===== src/rtl/onehot_pkg.sv =====
// Shared one-hot helpers and lane state encoding for the stream demultiplexer.
package onehot_pkg;

    localparam int unsigned DROP_CNT_W   = 8;
    localparam int unsigned ONEHOT_MAX_W = 32;

    typedef enum logic {
        LANE_EMPTY = 1'b0,
        LANE_FULL  = 1'b1
    } lane_state_e;

    // True when exactly one bit is set (callers zero-extend narrower vectors).
    function automatic logic onehot_is_valid(input logic [ONEHOT_MAX_W-1:0] vec);
        return (vec != '0) && ((vec & (vec - ONEHOT_MAX_W'(1))) == '0);
    endfunction

    // Rotate left by one within the low 'width' bits; the top bit wraps to bit 0.
    function automatic logic [ONEHOT_MAX_W-1:0] onehot_rotl(
        input logic [ONEHOT_MAX_W-1:0] vec,
        input int unsigned             width
    );
        logic [ONEHOT_MAX_W-1:0] res;
        res = '0;
        for (int unsigned i = 1; i < ONEHOT_MAX_W; i++) begin
            if (i < width) res[i] = vec[i-1];
        end
        for (int unsigned i = 0; i < ONEHOT_MAX_W; i++) begin
            if (i + 1 == width) res[0] = vec[i];
        end
        return res;
    endfunction

endpackage


===== src/rtl/onehot_demux_dist_if.sv =====
// Input stream, per-lane output streams and status of the one-hot demultiplexer.
interface onehot_demux_dist_if #(
    parameter int unsigned DATA_W  = 8,
    parameter int unsigned N_LANES = 4
) ();
    import onehot_pkg::*;

    logic                        in_valid_i;
    logic                        in_ready_o;
    logic [DATA_W-1:0]           in_data_i;
    logic [N_LANES-1:0]          sel_i;
    logic                        rr_mode_i;
    logic [N_LANES-1:0]          out_valid_o;
    logic [N_LANES*DATA_W-1:0]   out_data_o;
    logic [N_LANES-1:0]          out_ready_i;
    logic [N_LANES-1:0]          cur_lane_o;
    logic                        sel_err_o;
    logic [DROP_CNT_W-1:0]       drop_cnt_o;

    modport master (
        output in_valid_i, in_data_i, sel_i, rr_mode_i, out_ready_i,
        input  in_ready_o, out_valid_o, out_data_o, cur_lane_o, sel_err_o, drop_cnt_o
    );

    modport slave (
        input  in_valid_i, in_data_i, sel_i, rr_mode_i, out_ready_i,
        output in_ready_o, out_valid_o, out_data_o, cur_lane_o, sel_err_o, drop_cnt_o
    );
endinterface


===== src/rtl/onehot_demux_lane.sv =====
// One output lane: single-entry register with valid/ready, refillable while draining.
module onehot_demux_lane
    import onehot_pkg::*;
#(
    parameter int unsigned DATA_W = 8
) (
    input  logic              clk_i,
    input  logic              rst_ni,
    input  logic              load_i,
    input  logic              ready_i,
    input  logic [DATA_W-1:0] data_i,
    output logic              valid_o,
    output logic [DATA_W-1:0] data_o
);

    lane_state_e       state_q, state_d;
    logic [DATA_W-1:0] data_q;

    always_ff @(posedge clk_i or negedge rst_ni) begin
        if (!rst_ni) state_q <= LANE_EMPTY;
        else         state_q <= state_d;
    end

    // A load while full always coincides with ready, so it simply replaces the entry.
    always_comb begin
        state_d = state_q;
        unique case (state_q)
            LANE_EMPTY: if (load_i)       state_d = LANE_FULL;
            LANE_FULL:  if (!load_i && ready_i) state_d = LANE_EMPTY;
            default:    state_d = LANE_EMPTY;
        endcase
    end

    always_comb begin
        valid_o = 1'b0;
        data_o  = data_q;
        if (state_q == LANE_FULL) valid_o = 1'b1;
    end

    always_ff @(posedge clk_i or negedge rst_ni) begin
        if (!rst_ni)     data_q <= '0;
        else if (load_i) data_q <= data_i;
    end

endmodule


===== src/rtl/onehot_demux_dist.sv =====
// 1-to-N stream demultiplexer: explicit one-hot or round-robin target, drops malformed selects.
module onehot_demux_dist
    import onehot_pkg::*;
#(
    parameter int unsigned DATA_W  = 8,
    parameter int unsigned N_LANES = 4
) (
    input  logic               clk_i,
    input  logic               rst_ni,
    onehot_demux_dist_if.slave bus
);

    logic [N_LANES-1:0]        tgt, load, lane_valid, ptr_q, ptr_d;
    logic [N_LANES*DATA_W-1:0] lane_data;
    logic                      tgt_ok, in_ready, accept, drop, err_q;
    logic [DROP_CNT_W-1:0]     cnt_q, cnt_d;

    // Target decode, acceptance and next pointer/counter values.
    always_comb begin
        tgt      = bus.rr_mode_i ? ptr_q : bus.sel_i;
        tgt_ok   = onehot_is_valid(ONEHOT_MAX_W'(tgt));
        in_ready = tgt_ok ? |(tgt & (~lane_valid | bus.out_ready_i)) : 1'b1;
        accept   = bus.in_valid_i & in_ready;
        load     = (accept && tgt_ok) ? tgt : '0;
        drop     = accept & ~tgt_ok;
        ptr_d    = ptr_q;
        if (accept && bus.rr_mode_i)
            ptr_d = N_LANES'(onehot_rotl(ONEHOT_MAX_W'(ptr_q), N_LANES));
        cnt_d    = cnt_q;
        if (drop && (cnt_q != '1))
            cnt_d = cnt_q + DROP_CNT_W'(1);
    end

    always_ff @(posedge clk_i or negedge rst_ni) begin
        if (!rst_ni) begin
            ptr_q <= N_LANES'(1);
            cnt_q <= '0;
            err_q <= 1'b0;
        end else begin
            ptr_q <= ptr_d;
            cnt_q <= cnt_d;
            err_q <= drop;
        end
    end

    for (genvar k = 0; k < N_LANES; k++) begin : g_lane
        onehot_demux_lane #(.DATA_W(DATA_W)) u_lane (
            .clk_i   (clk_i),
            .rst_ni  (rst_ni),
            .load_i  (load[k]),
            .ready_i (bus.out_ready_i[k]),
            .data_i  (bus.in_data_i),
            .valid_o (lane_valid[k]),
            .data_o  (lane_data[k*DATA_W +: DATA_W])
        );
    end

    assign bus.in_ready_o  = in_ready;
    assign bus.out_valid_o = lane_valid;
    assign bus.out_data_o  = lane_data;
    assign bus.cur_lane_o  = ptr_q;
    assign bus.sel_err_o   = err_q;
    assign bus.drop_cnt_o  = cnt_q;

endmodule


===== src/flat_wrapper.sv =====
// flat-port wrapper written by rule: the top's interface ports become plain ports
module onehot_demux_dist_flat import onehot_pkg::*;
#(
    parameter int unsigned DATA_W  = 8,
    parameter int unsigned N_LANES = 4
)
  (clk_i, rst_ni, bus_in_valid_i, bus_in_data_i, bus_sel_i, bus_rr_mode_i, bus_out_ready_i, bus_in_ready_o, bus_out_valid_o, bus_out_data_o, bus_cur_lane_o, bus_sel_err_o, bus_drop_cnt_o);
  onehot_demux_dist_if #(.DATA_W(DATA_W), .N_LANES(N_LANES)) bus_i ();
  input  logic clk_i;
  input  logic rst_ni;
  input wire logic [$bits(bus_i.in_valid_i)-1:0] bus_in_valid_i;
  input wire logic [$bits(bus_i.in_data_i)-1:0] bus_in_data_i;
  input wire logic [$bits(bus_i.sel_i)-1:0] bus_sel_i;
  input wire logic [$bits(bus_i.rr_mode_i)-1:0] bus_rr_mode_i;
  input wire logic [$bits(bus_i.out_ready_i)-1:0] bus_out_ready_i;
  output wire logic [$bits(bus_i.in_ready_o)-1:0] bus_in_ready_o;
  output wire logic [$bits(bus_i.out_valid_o)-1:0] bus_out_valid_o;
  output wire logic [$bits(bus_i.out_data_o)-1:0] bus_out_data_o;
  output wire logic [$bits(bus_i.cur_lane_o)-1:0] bus_cur_lane_o;
  output wire logic [$bits(bus_i.sel_err_o)-1:0] bus_sel_err_o;
  output wire logic [$bits(bus_i.drop_cnt_o)-1:0] bus_drop_cnt_o;
  assign bus_i.in_valid_i = bus_in_valid_i;
  assign bus_i.in_data_i = bus_in_data_i;
  assign bus_i.sel_i = bus_sel_i;
  assign bus_i.rr_mode_i = bus_rr_mode_i;
  assign bus_i.out_ready_i = bus_out_ready_i;
  assign bus_in_ready_o = bus_i.in_ready_o;
  assign bus_out_valid_o = bus_i.out_valid_o;
  assign bus_out_data_o = bus_i.out_data_o;
  assign bus_cur_lane_o = bus_i.cur_lane_o;
  assign bus_sel_err_o = bus_i.sel_err_o;
  assign bus_drop_cnt_o = bus_i.drop_cnt_o;
  onehot_demux_dist #(.DATA_W(DATA_W), .N_LANES(N_LANES)) u_core (.clk_i(clk_i), .rst_ni(rst_ni), .bus(bus_i));
endmodule

===== config.mk =====
export PLATFORM = sky130hd
export DESIGN_NAME = onehot_demux_dist_flat
export DESIGN_NICKNAME = d
export VERILOG_FILES = /design/src/rtl/onehot_pkg.sv /design/src/rtl/onehot_demux_dist_if.sv /design/src/rtl/onehot_demux_lane.sv /design/src/rtl/onehot_demux_dist.sv /design/src/flat_wrapper.sv
export SDC_FILE = /design/constraint.sdc
export NUM_CORES = 1
export LEC_CHECK = 0
export BUFFER_PORTS_ARGS = -buffer_cell sky130_fd_sc_hd__buf_2
export CAP_MARGIN = 0
export CORE_ASPECT_RATIO = 1.4
export CORE_UTILIZATION = 55
export DETAILED_ROUTE_END_ITERATION = 8
export PLACE_DENSITY = 0.87
export SLEW_MARGIN = 20
export SYNTH_ARGS = -nofsm -noshare
export SYNTH_HDL_FRONTEND = slang
export SYNTH_HIERARCHICAL = 1
export SYNTH_SLANG_ARGS = --single-unit

===== constraint.sdc =====
create_clock -name clk_i -period 4.4 [get_ports clk_i]
set_clock_uncertainty 0.15 [all_clocks]
set_input_delay 0.44 -clock clk_i [delete_from_list [all_inputs] [get_ports clk_i]]
set_output_delay 0.44 -clock clk_i [all_outputs]
set_load 0.05 [all_outputs]

==> results.yml <==
finish:
  drive_above_1_share: 0.5677
  diodes: 0
  final_area_um2: 2773
  area_delta_synth_final_pct: 21.69
  num-nets-final: 249
setup_path:
  worst_setup_path_end_kind: "flip-flop"
  crit_top_cell: "nor3_1"
  start_kind: "flip-flop"
  cp-startpoint: "u_core/bus.cur_lane_o[3]"
  worstPathCellList: "mux2i_2 > nand2_1 > nor3_1 > nor3_1 > or3b_1 > nor2_1 > mux2_4"
  r2r-start: "u_core/bus.cur_lane_o[3]"
  r2r_slack_ns: 1.32
  required_ns: 4.44
  r2r-end: "u_core/g_lane[0].u_lane/data_o[5]"
  cp_max_fo: 9
  crit_type: "reg2reg"
  critPathSlowestCell: "nor2_1"
  r2r_cells: 7
  cpPeakStageDelay_ns: 0.78
  worstPathArrival_ns: 3.12
  endpoint: "u_core/g_lane[0].u_lane/data_o[5]"
placed_design:
  place_area_um2: 2633
  routabilityCongestion: 0.7506
  hpwl_um: 3122
  portBuffers: 69
detailed_routing:
  firstDrtPassIters: 3
  viasPerCell: 5.298
  wire_per_inst_um: 15.61
  drtAntennaViolNets: 0
  remaining_drc_errors: 0
  vias: 1441
  drt_iter0_markers: 44
  detail_route.wirelength_um: 4245
die:
  initial_utilization: 0.5764
  placement_rows: 27
  die_w_um: 56.40
  core_area_um2: 3953
  die_y_um: 78.16
  io_pins: 70
  die-area_um2: 4408
outcome:
  status: "finished with violations"
  violations: "negative hold slack"
logic_synthesis:
  synth_top_area_cell: "dfrtp_1"
  ys_ff_latch: 49
  syn_avg_cell_area_um2: 14.70
  syn_area_um2: 2278
  syn_inst: 155
  ys_seq_area_frac: 0.5387
  synthTopCellsByArea: "dfrtp_1 53%, mux2_4 24%, buf_6 3.0%"
  ys_warn_count: 6
  async_flop_share: 1.000
  synth_edf_count: 0
  synth_top_area_frac: 0.5272
  synth_nets: 176
  synth_cell_types: 30
  yosysMostFrequentCell: "dfrtp_1"
  synth_common_cells: "48 x dfrtp_1, 36 x mux2_4, 9 x inv_1"
  synth-main-ff-cell: "dfrtp_1"
global_route:
  grt_pass1_wl_um: 7293
  grt_max_degree: 50
  first_global_vias: 1495
  gr-usage-all-layers: 0.2136
  antenna_found_initial: 0
  grt-ovfl-total: 0
cts:
  cts_setup_buffers: 0
  clk_pin_slew_ns: 0.09
  htreeDepth: 2
  clock_latency_ns: 0.29
  clockBufferDepth: 2
  postCtsHoldBufs: 0
  ctsResizeCount: 0
  root_buffer: "clkbuf_8"
  cts.sinks: 49
  cts_tree: "built"
  cts_made_buffers: 5
timing:
  fin_hold_ws_ns: -0.01614
  period_share: 0.7008
  maxSlewHeadroom: 0.3297
  drv_slew: 0
  fin_tns_setup_ns: 0
  finalSetupViolCount: 0
  tightestPinTransition_ns: 1.002
  fin_crit_ns: 3.084
  finalHoldViolations: 16
  rsz0062_at_grt: "no"
  max_freq_mhz: 324.3
power:
  powerDensity_nw_per_um2: 689.5
  ir_drop_v: 0.0005535
  leakage_nw: 1.450
min_path:
  hp-class: "in2async"
job:
  cap_viol_max_count: 0
[kinds of logic (layout without fill, tap and decap cells)]
family	after synthesis	after routing	synth area share
AOI/OAI and AO/OA	14	14	0.05437
xor gates and xnor gates	6	6	0.02306
and+or+nand+nor	28	28	0.06370
buffers and inverters	15	89	0.04448
DFF	49	49	0.5387
muxes	42	42	0.2702
adders and majority gates	1	1	0.005491
[metrics by stage]
stage	total power [W]	instances	utilization	worst slack (ns)
finish	0.001912	272	0.7015	1.317
global route	0.001996	272	0.7015	1.175
CTS	0.001932	272	0.7009	1.319
detailed placement	0.001548	264	0.6660	1.088
global placement	0.001532	264	0.6660	1.191
floorplan	0.001351	155	-	0.9956
[routing by layer]
layer | vias to the layer above | routed length, um | share of wire | track usage
met5 | - | 0 | 0 | 0
met3 | 4 | 213 | 0.050 | 0.03954
met4 | 0 | 40 | 0.0094 | 0.05122
li1 | 680 | - | - | -
met2 | 48 | 2220 | 0.52 | 0.3845
met1 | 709 | 1771 | 0.42 | 0.2636
[flip-flops by register name, summed over array words and instances, names as in the netlist]
register,cells
u_core/g_lane.u_lane/state_q,4
u_core/bus.cur_lane_o,4
u_core/bus.drop_cnt_o,8
u_core/g_lane.u_lane/data_o,32
u_core/bus.sel_err_o,1
[final cells by class]
type | count | area (um2)
clock buffers | 5 | 68.82
clock inverters | 3 | 68.82
multi-input cells | 91 | 949.7
repair buffers | 72 | 370.4
inverters | 9 | 33.78
fillers | 285 | 1180
flip-flops and latches | 49 | 1227
well taps | 43 | 53.80
[where the power goes]
group / internal, W / switching, W
Combinational: 0.000263 / 0.000599
Clock: 0.000229 / 0.000149
Sequential: 0.000580 / 0.0000926
Total: 0.00107 / 0.000840
[worst min-delay path by stage]
stage,startpoint,endpoint,slack [ns]
finish,rst_ni,u_core/g_lane[2].u_lane/data_o[6],-0.02
global route,rst_ni,u_core/g_lane[2].u_lane/data_o[2],0.04
CTS,rst_ni,u_core/g_lane[3].u_lane/state_q,0.21
detailed placement,u_core/g_lane[3].u_lane/data_o[5],u_core/g_lane[3].u_lane/data_o[5],0.34
global placement,u_core/g_lane[3].u_lane/data_o[4],u_core/g_lane[3].u_lane/data_o[4],0.34
floorplan,rst_ni,u_core/bus.cur_lane_o[1],-0.006
[worst max-delay path, delay by kind of cell, from the launching register on]
kind / cells / cell delay [ns]
simple gates: 5 / 1.71
mux: 2 / 0.68
flops: 1 / 0.43
[cell usage in the layout (no fill, tap or decap), drive strengths merged, types with 2 or more instances in the layout]
cell,instances
buf,72
dfrtp,48
mux2,39
inv,10
nand2,7
nor2,6
clkbuf,5
xnor2,5
a21oi,5
a21o,4
mux2i,3
nor3,3
nand3,3
bufinv,2
nand4,2
and3,2
(Power assumes the default switching activity.)
